$ cat config.mk
export PLATFORM = sky130hd
export DESIGN_NAME = switch_xbar_scheduler
export DESIGN_NICKNAME = d
export VERILOG_FILES = /design/src/rtl/switch_xbar_scheduler.sv
export SDC_FILE = /design/constraint.sdc
export NUM_CORES = 1
export LEC_CHECK = 0
export ABC_AREA = 1
export CAP_MARGIN = 20
export CORE_ASPECT_RATIO = 0.8
export CORE_MARGIN = 1.5
export CORE_UTILIZATION = 61
export CTS_BUF_LIST = sky130_fd_sc_hd__clkbuf_4 sky130_fd_sc_hd__clkbuf_8
export CTS_CLUSTER_DIAMETER = 80
export CTS_CLUSTER_SIZE = 40
export DETAILED_ROUTE_END_ITERATION = 16
export DONT_BUFFER_PORTS = 1
export GPL_TIMING_DRIVEN = 0
export HOLD_SLACK_MARGIN = 0.15
export PLACE_DENSITY = 0.86
export SLEW_MARGIN = 10
export SYNTH_ARGS = -nofsm -noshare
export SYNTH_HDL_FRONTEND = slang
export SYNTH_SLANG_ARGS = --single-unit
$ cat constraint.sdc
create_clock -name clk -period 6.2 [get_ports clk]
set_clock_uncertainty 0.2 [all_clocks]
set_input_delay 1.24 -clock clk [delete_from_list [all_inputs] [get_ports clk]]
set_output_delay 1.24 -clock clk [all_outputs]
set_load 0.01 [all_outputs]
$ cat src/rtl/switch_xbar_scheduler.sv
// Central 4-port crossbar scheduler: per-output round-robin grants,
// registered output beats, multicast pop after the last target is served.
module switch_xbar_scheduler #(
    parameter int NUM_PORTS = 4,
    parameter int DATA_W    = 8
) (
    input  logic                          clk,
    input  logic                          rst,
    input  logic [NUM_PORTS-1:0]          req_valid,
    input  logic [NUM_PORTS*NUM_PORTS-1:0] req_target,
    input  logic [NUM_PORTS*DATA_W-1:0]   req_data,
    output logic [NUM_PORTS-1:0]          pop,
    output logic [NUM_PORTS-1:0]          out_valid,
    input  logic [NUM_PORTS-1:0]          out_ready,
    output logic [NUM_PORTS*DATA_W-1:0]   out_data,
    output logic [2*NUM_PORTS-1:0]        out_src,
    output logic [15:0]                   drop_cnt
);

    typedef enum logic [1:0] {
        IDLE    = 2'd0,
        SERVE   = 2'd1,
        POPWAIT = 2'd2
    } in_state_t;

    in_state_t            state_q  [NUM_PORTS];
    in_state_t            state_d  [NUM_PORTS];
    logic [NUM_PORTS-1:0] remain_q [NUM_PORTS];
    logic [NUM_PORTS-1:0] remain_d [NUM_PORTS];
    logic [1:0]           ptr_q    [NUM_PORTS];

    logic [NUM_PORTS-1:0] eff_req  [NUM_PORTS];
    logic [NUM_PORTS-1:0] col_req  [NUM_PORTS];
    logic [NUM_PORTS-1:0] granted  [NUM_PORTS];
    logic [1:0]           gnt_idx  [NUM_PORTS];
    logic [DATA_W-1:0]    gnt_data [NUM_PORTS];
    logic [NUM_PORTS-1:0] gnt_any;
    logic [NUM_PORTS-1:0] out_free;
    logic [2:0]           drop_n;
    logic [16:0]          drop_sum;

    // Search starts just after the last winner; first hit wins.
    function automatic logic [2:0] rr_pick(
        input logic [3:0] req,
        input logic [1:0] ptr
    );
        logic [1:0] idx;
        rr_pick = 3'b000;
        for (int k = 1; k <= 4; k++) begin
            idx = ptr + 2'(k);
            if (!rr_pick[2] && req[idx]) begin
                rr_pick = {1'b1, idx};
            end
        end
    endfunction

    always_comb begin
        for (int i = 0; i < NUM_PORTS; i++) begin
            eff_req[i] = '0;
            unique case (state_q[i])
                IDLE: begin
                    if (req_valid[i]) begin
                        eff_req[i] = req_target[NUM_PORTS*i +: NUM_PORTS];
                    end
                end
                SERVE:   eff_req[i] = remain_q[i];
                default: eff_req[i] = '0;
            endcase
        end
    end

    always_comb begin
        for (int j = 0; j < NUM_PORTS; j++) begin
            col_req[j] = '0;
            for (int i = 0; i < NUM_PORTS; i++) begin
                col_req[j][i] = eff_req[i][j];
            end
        end
    end

    always_comb begin
        for (int j = 0; j < NUM_PORTS; j++) begin
            out_free[j] = !out_valid[j] || out_ready[j];
            gnt_any[j]  = 1'b0;
            gnt_idx[j]  = 2'd0;
            if (out_free[j]) begin
                {gnt_any[j], gnt_idx[j]} = rr_pick(col_req[j], ptr_q[j]);
            end
        end
    end

    always_comb begin
        for (int j = 0; j < NUM_PORTS; j++) begin
            gnt_data[j] = '0;
            for (int i = 0; i < NUM_PORTS; i++) begin
                if (gnt_idx[j] == 2'(i)) begin
                    gnt_data[j] = req_data[DATA_W*i +: DATA_W];
                end
            end
        end
    end

    always_comb begin
        for (int i = 0; i < NUM_PORTS; i++) begin
            granted[i] = '0;
            for (int j = 0; j < NUM_PORTS; j++) begin
                granted[i][j] = gnt_any[j] && (gnt_idx[j] == 2'(i));
            end
        end
    end

    always_comb begin
        drop_n = 3'd0;
        for (int i = 0; i < NUM_PORTS; i++) begin
            state_d[i]  = state_q[i];
            remain_d[i] = remain_q[i];
            pop[i]      = (state_q[i] == POPWAIT) && req_valid[i];
            unique case (state_q[i])
                IDLE: begin
                    if (req_valid[i]) begin
                        remain_d[i] = req_target[NUM_PORTS*i +: NUM_PORTS]
                                    & ~granted[i];
                        if (req_target[NUM_PORTS*i +: NUM_PORTS] == '0) begin
                            state_d[i] = POPWAIT;
                            drop_n     = drop_n + 3'd1;
                        end else if (remain_d[i] == '0) begin
                            state_d[i] = POPWAIT;
                        end else begin
                            state_d[i] = SERVE;
                        end
                    end
                end
                SERVE: begin
                    remain_d[i] = remain_q[i] & ~granted[i];
                    if (remain_d[i] == '0) begin
                        state_d[i] = POPWAIT;
                    end
                end
                POPWAIT: state_d[i] = IDLE;
                default: state_d[i] = IDLE;
            endcase
        end
    end

    assign drop_sum = {1'b0, drop_cnt} + 17'(drop_n);

    always_ff @(posedge clk or posedge rst) begin
        if (rst) begin
            for (int i = 0; i < NUM_PORTS; i++) begin
                state_q[i]  <= IDLE;
                remain_q[i] <= '0;
                ptr_q[i]    <= 2'd3;
            end
            out_valid <= '0;
            out_data  <= '0;
            out_src   <= '0;
            drop_cnt  <= '0;
        end else begin
            for (int i = 0; i < NUM_PORTS; i++) begin
                state_q[i]  <= state_d[i];
                remain_q[i] <= remain_d[i];
            end
            // A busy output keeps its beat; a free idle one drops valid.
            for (int j = 0; j < NUM_PORTS; j++) begin
                if (out_free[j]) begin
                    if (gnt_any[j]) begin
                        out_valid[j]                 <= 1'b1;
                        out_data[DATA_W*j +: DATA_W] <= gnt_data[j];
                        out_src[2*j +: 2]            <= gnt_idx[j];
                        ptr_q[j]                     <= gnt_idx[j];
                    end else begin
                        out_valid[j] <= 1'b0;
                    end
                end
            end
            drop_cnt <= drop_sum[16] ? 16'hFFFF : drop_sum[15:0];
        end
    end

endmodule

== Word-level counts from Yosys, hierarchy flattened ==
Cells that the tools add are included.

* Bits in registers: 92
* Input port bits: 58
* Logic and storage cells: 322

* Add/subtract/negate cells: 16
* Order comparisons: 16
* Equality and inequality tests: 28
* Multiplexer cells: 137
* Bitwise gates (word level): 12
* Reduce and logical (&&, ||, !) cells: 88

{| class="wikitable"
|+ Operator list
! cell !! number
|-
| 8-bit 2-to-1 mux || 16
|-
| 3-bit 2-to-1 mux || 37
|-
| 4-bit case mux with 2 select lines || 8
|-
| 4-bit logical NOT || 12
|-
| 2-bit by 3-bit less-than comparator with 1-bit output, second input constant || 16
|-
| 2-bit 2-to-1 mux || 20
|-
| 4-bit bitwise AND || 8
|-
| 1-bit binary-select mux with 2-bit select || 16
|-
| 1-bit logical AND || 32
|-
| 4-bit 2-to-1 mux || 8
|-
| 1-bit 2-to-1 mux || 27
|-
| 2-bit equality test, second input constant || 12
|-
| 2-bit AND reduction || 12
|-
| 16-bit by 3-bit adder with 17-bit output || 1
|-
| 2-bit adder, second input constant || 8
|-
| 2-bit by 1-bit equality test with 1-bit output, second input constant || 8
|-
| 1-bit logical NOT || 16
|-
| 2-bit logical NOT || 8
|-
| 16-bit 2-to-1 mux || 1
|-
| 2-bit != test, second input constant || 8
|-
| 4-bit NOT || 4
|-
| 2-bit case mux with 2 select lines || 4
|-
| 3-bit by 1-bit adder with 3-bit output, second input constant || 3
|-
| 2-bit by 1-bit adder with 2-bit output, second input constant || 4
|-
| 2 further kinds || 8
|}

== Longest topological paths before layout ==
* Depth in word-level cells: 27
* Depth in mapped cells: 24

== Least setup slack after synthesis ==
No wires, ideal clock.

* Kind: input port to flip-flop
* From: input req_target[0]
* To: register drop_cnt[15]
* Setup time: 77 ps
* Arrival time: 4985 ps
* Path slack: 938 ps
* Stages on the path: 19
* Buffers on the path: 0
* Path through: or4_1 nor2_1 ha_1 mux2_2 ha_1 nand2_1 nand2_1 ha_1 inv_1 o21ai_0 inv_1 fa_1 o21ai_0 inv_1 nor4_1 nand4_1 nor2_1 nor3_1 a21oi_1

* Word-level cells in the longest chain between the ends: 18

{| class="wikitable"
|+ Ends and longest elaborated chain
! element !! line !! source
|-
| from (decl) || 10 || <nowiki>input logic [NUM_PORTS*NUM_PORTS-1:0] req_target,</nowiki>
|-
| 4-bit logical NOT * || 123 || <nowiki>if (req_target[NUM_PORTS*i +: NUM_PORTS] == '0) begin</nowiki>
|-
| 1-bit 2-to-1 mux * || 123 ||
|-
| 1-bit 2-to-1 mux * || 120 || <nowiki>if (req_valid[i]) begin</nowiki>
|-
| 1-bit 2-to-1 mux * || 118 || <nowiki>unique case (state_q[i])</nowiki>
|-
| 3-bit by 1-bit adder with 3-bit output || 125 || <nowiki>drop_n = drop_n + 3'd1;</nowiki>
|-
| 3-bit 2-to-1 mux || 123 ||
|-
| 3-bit 2-to-1 mux || 120 ||
|-
| 3-bit 2-to-1 mux * || 118 ||
|-
| (+2 left out) || -- ||
|-
| 3-bit 2-to-1 mux || 120 ||
|-
| 3-bit 2-to-1 mux * || 118 ||
|-
| 3-bit by 1-bit adder with 3-bit output || 125 ||
|-
| 3-bit 2-to-1 mux || 123 ||
|-
| 3-bit 2-to-1 mux || 120 ||
|-
| 3-bit 2-to-1 mux * || 118 ||
|-
| 16-bit by 3-bit adder with 17-bit output * || 145 || <nowiki>assign drop_sum = {1'b0, drop_cnt} + 17'(drop_n);</nowiki>
|-
| 16-bit 2-to-1 mux * || 176 || <nowiki>drop_cnt <= drop_sum[16] ? 16'hFFFF : drop_sum[15:0];</nowiki>
|-
| to (signal assigned) || 176 ||
|-
| to (decl) || 17 || <nowiki>output logic [15:0] drop_cnt</nowiki>
|}

Every way passes the cells marked *; elsewhere a longest branch is shown, timed or not.
A chain may end at the register's enable or synchronous reset.

== Worst setup path after layout ==
Ends and elaborated chain as after synthesis.

==> flow_summary.yaml <==
run_status:
  outcome: "completed"
placed_design:
  globalplace.congestion: 1.02
  pre_cts_ws_ns: 0.441
  numPortBuffers: 0
  dp_hpwl_um: 13900
clock_network:
  cts_buffers: 9
  clock_latency_ns: 0.39
  cts_hold_buf: 0
  clockRootBuffer: "clkbuf_8"
  clock-sinks: 92
  htreeDepth: 3
  clk_pin_slew_worst_paths_ns: 0.09
  cts_buffer_depth: 2
  post_cts_buffers: 0
  post_cts_resized: 0
  cts_tree: "done"
die:
  dieHeight_um: 94.9
  start_util_pct: 62.9
  core_area_mm2: 0.0102
  ios: 122
  rows: 33
  die_width_um: 118
  die_area_mm2: 0.0112
timing:
  max_freq_ghz: 0.187
  relSlewSlack_pct: 63.9
  fin_tns_setup_ns: 0
  post-route-min-period_ns: 5.34
  finalWorstSetupSlack_ns: 0.858
  finalHoldViolCount: 0
  setup_viol: 0
  tightest_slew_ns: 0.537
  timing.final.max_slew_violations: 0
  period_share_pct: 86.2
  rsz0062_at_grt: "no"
min_path:
  hp-class: "reg -> reg"
cells_and_area:
  layout_common_cells: "nand2_1 (281), inv_1 (129), nand3_1 (111)"
  final_common_cell: "nand2_1"
  antenna_cells: 0
  fin_nets: 1052
  drive_gt1_share_pct: 9.88
  area_growth_pct: 5.96
critical_path:
  endpoint: "drop_cnt[15]"
  reg2reg_depth: 20
  crit_chain: "or4_1, nor2_1, ha_1, mux2_2, ha_1, nand2_1, nand2_1, ha_1, inv_1, o21ai_0, inv_1, fa_1, o21ai_0, inv_1, nor4_1, nand4_1, nor2_1, nor3_1, a21oi_1"
  crit_start: "req_target[0]"
  reg2reg_setup_slack_ns: 1.26
  r2r_start: "state_q[6]"
  cp.required_ns: 6.31
  reg2reg_to: "drop_cnt[15]"
  slowest_delay_ns: 0.51
  critPathMaxFanout: 4
  end_kind: "flop"
  critPathLaunchType: "input port"
  critical-path-slowest-cell: "or4_1"
  arrival_ns: 5.45
  crit_type: "in -> reg"
detailed_routing:
  first_pass_iters: 6
  ant_nets: 0
  vias: 6483
  drc_errors: 0
  wl_um: 17700
  drtIter0Drc: 633
  via_per_inst: 5.73
  wl_per_cell_um: 15.6
flow_run:
  cap_violations: 0
global_route:
  grt_pass1_vias: 5861
  grt_util_all_layers_pct: 32.5
  grt_antenna_before_repair: 0
  grt_overflow: 0
  grt_max_degree: 61
  grt_pass1_wl_um: 28600
synthesis:
  synth_ff_type: "dfrtp_1"
  syn-mean-instance-area_um2: 6.61
  yosysSeqAreaShare_pct: 35.9
  async_reset_ff_share_pct: 100
  syn_inst: 975
  synth_nets: 1040
  syn-cell-area_mm2: 0.00644
  yosysWarnings: 0
  synth_edf_count: 0
  ys_ff_latch: 92
  yosysUniqueCellTypes: 42
[metal layers]
metal / global-route usage, % / up-vias / wire length, µm
li1: - / 3164 / -
met1: 45.4 / 2911 / 7790
met4: 10.6 / 0 / 459
met5: 0 / - / 0
met2: 48.4 / 360 / 7470
met3: 9.72 / 48 / 1970
[area by class of cell]
cell class | count | area [µm²]
Timing Repair Buffer | 1 | 27.5
Multi-Input combinational cell | 724 | 3500
Fill cell | 946 | 3420
Buffer | 14 | 80.1
Clock buffer | 10 | 131
Inverter | 145 | 547
Clock inverter | 6 | 47.5
Tap cell | 140 | 175
Sequential cell | 92 | 2310
[cells in the mapped netlist (5+ instances only)]
master | number | area share (%)
xor2_1 | 7 | 0.95
a21oi_1 | 25 | 1.9
nor2_1 | 99 | 5.8
clkbuf_1 | 6 | 0.35
inv_1 | 130 | 7.6
nor4_1 | 5 | 0.49
nand2_1 | 281 | 16
o22ai_1 | 20 | 1.9
dfstp_2 | 8 | 3.3
nand4_1 | 5 | 0.49
inv_2 | 14 | 0.82
nor3_1 | 23 | 1.8
nand3_1 | 111 | 8.6
o21ai_1 | 7 | 0.54
dfrtp_1 | 84 | 33
nand2_2 | 12 | 1.2
nor2_2 | 14 | 1.4
ha_1 | 6 | 1.2
o21ai_0 | 62 | 4.8
[per-stage QoR]
step | hold slack [ns] | instance area (µm²) | instances | util, %
6_report | 0.358 | 6820 | 1132 | 66.6
5_1_grt | 0.377 | 6820 | 1132 | 66.6
4_1_cts | 0.356 | 6820 | 1132 | 66.6
3_5_place_dp | 0.332 | 6650 | 1116 | 64.9
3_3_place_gp | 0.322 | 6620 | 1115 | 64.6
2_1_floorplan | 0.307 | 6440 | 975 | -
[how the worst min path moves through the flow]
stage / startpoint / slack [ns] / end / depth (start not counted)
6_report: out_data[5] / 0.36 / out_data[5] / 2
5_1_grt: out_src[5] / 0.38 / out_src[5] / 2
4_1_cts: out_src[2] / 0.36 / out_src[2] / 2
3_5_place_dp: out_src[2] / 0.33 / out_src[2] / 2
3_3_place_gp: out_src[3] / 0.32 / out_src[3] / 2
2_1_floorplan: out_src[6] / 0.31 / out_src[6] / 2
[state kept, by name (all words and copies together), names as in the netlist]
name / flops
remain_q: 16
out_valid: 4
ptr_q: 8
drop_cnt: 16
state_q: 8
out_src: 8
out_data: 32
[worst max-delay path, delay by kind of cell]
| family | cells | cell delay (ns) |
|---|---|---|
| compound gates | 3 | 0.58 |
| buf+inv | 3 | 0.23 |
| mux | 1 | 0.28 |
| simple gates | 8 | 1.88 |
| fa+ha+maj | 4 | 1.23 |
[cells by family after synthesis]
logic type / Yosys count / share of synthesized area, %
adders and majority gates: 7 / 1.48
xor gates and xnor gates: 9 / 1.46
DFF: 92 / 35.9
muxes: 1 / 0.175
buffers and inverters: 159 / 9.69
AOI/OAI and AO/OA: 136 / 12.3
and+or+nand+nor: 571 / 39.0
Power is not shown: default switching activity piles up to over one toggle a cycle in this logic, so the estimate is an artifact.
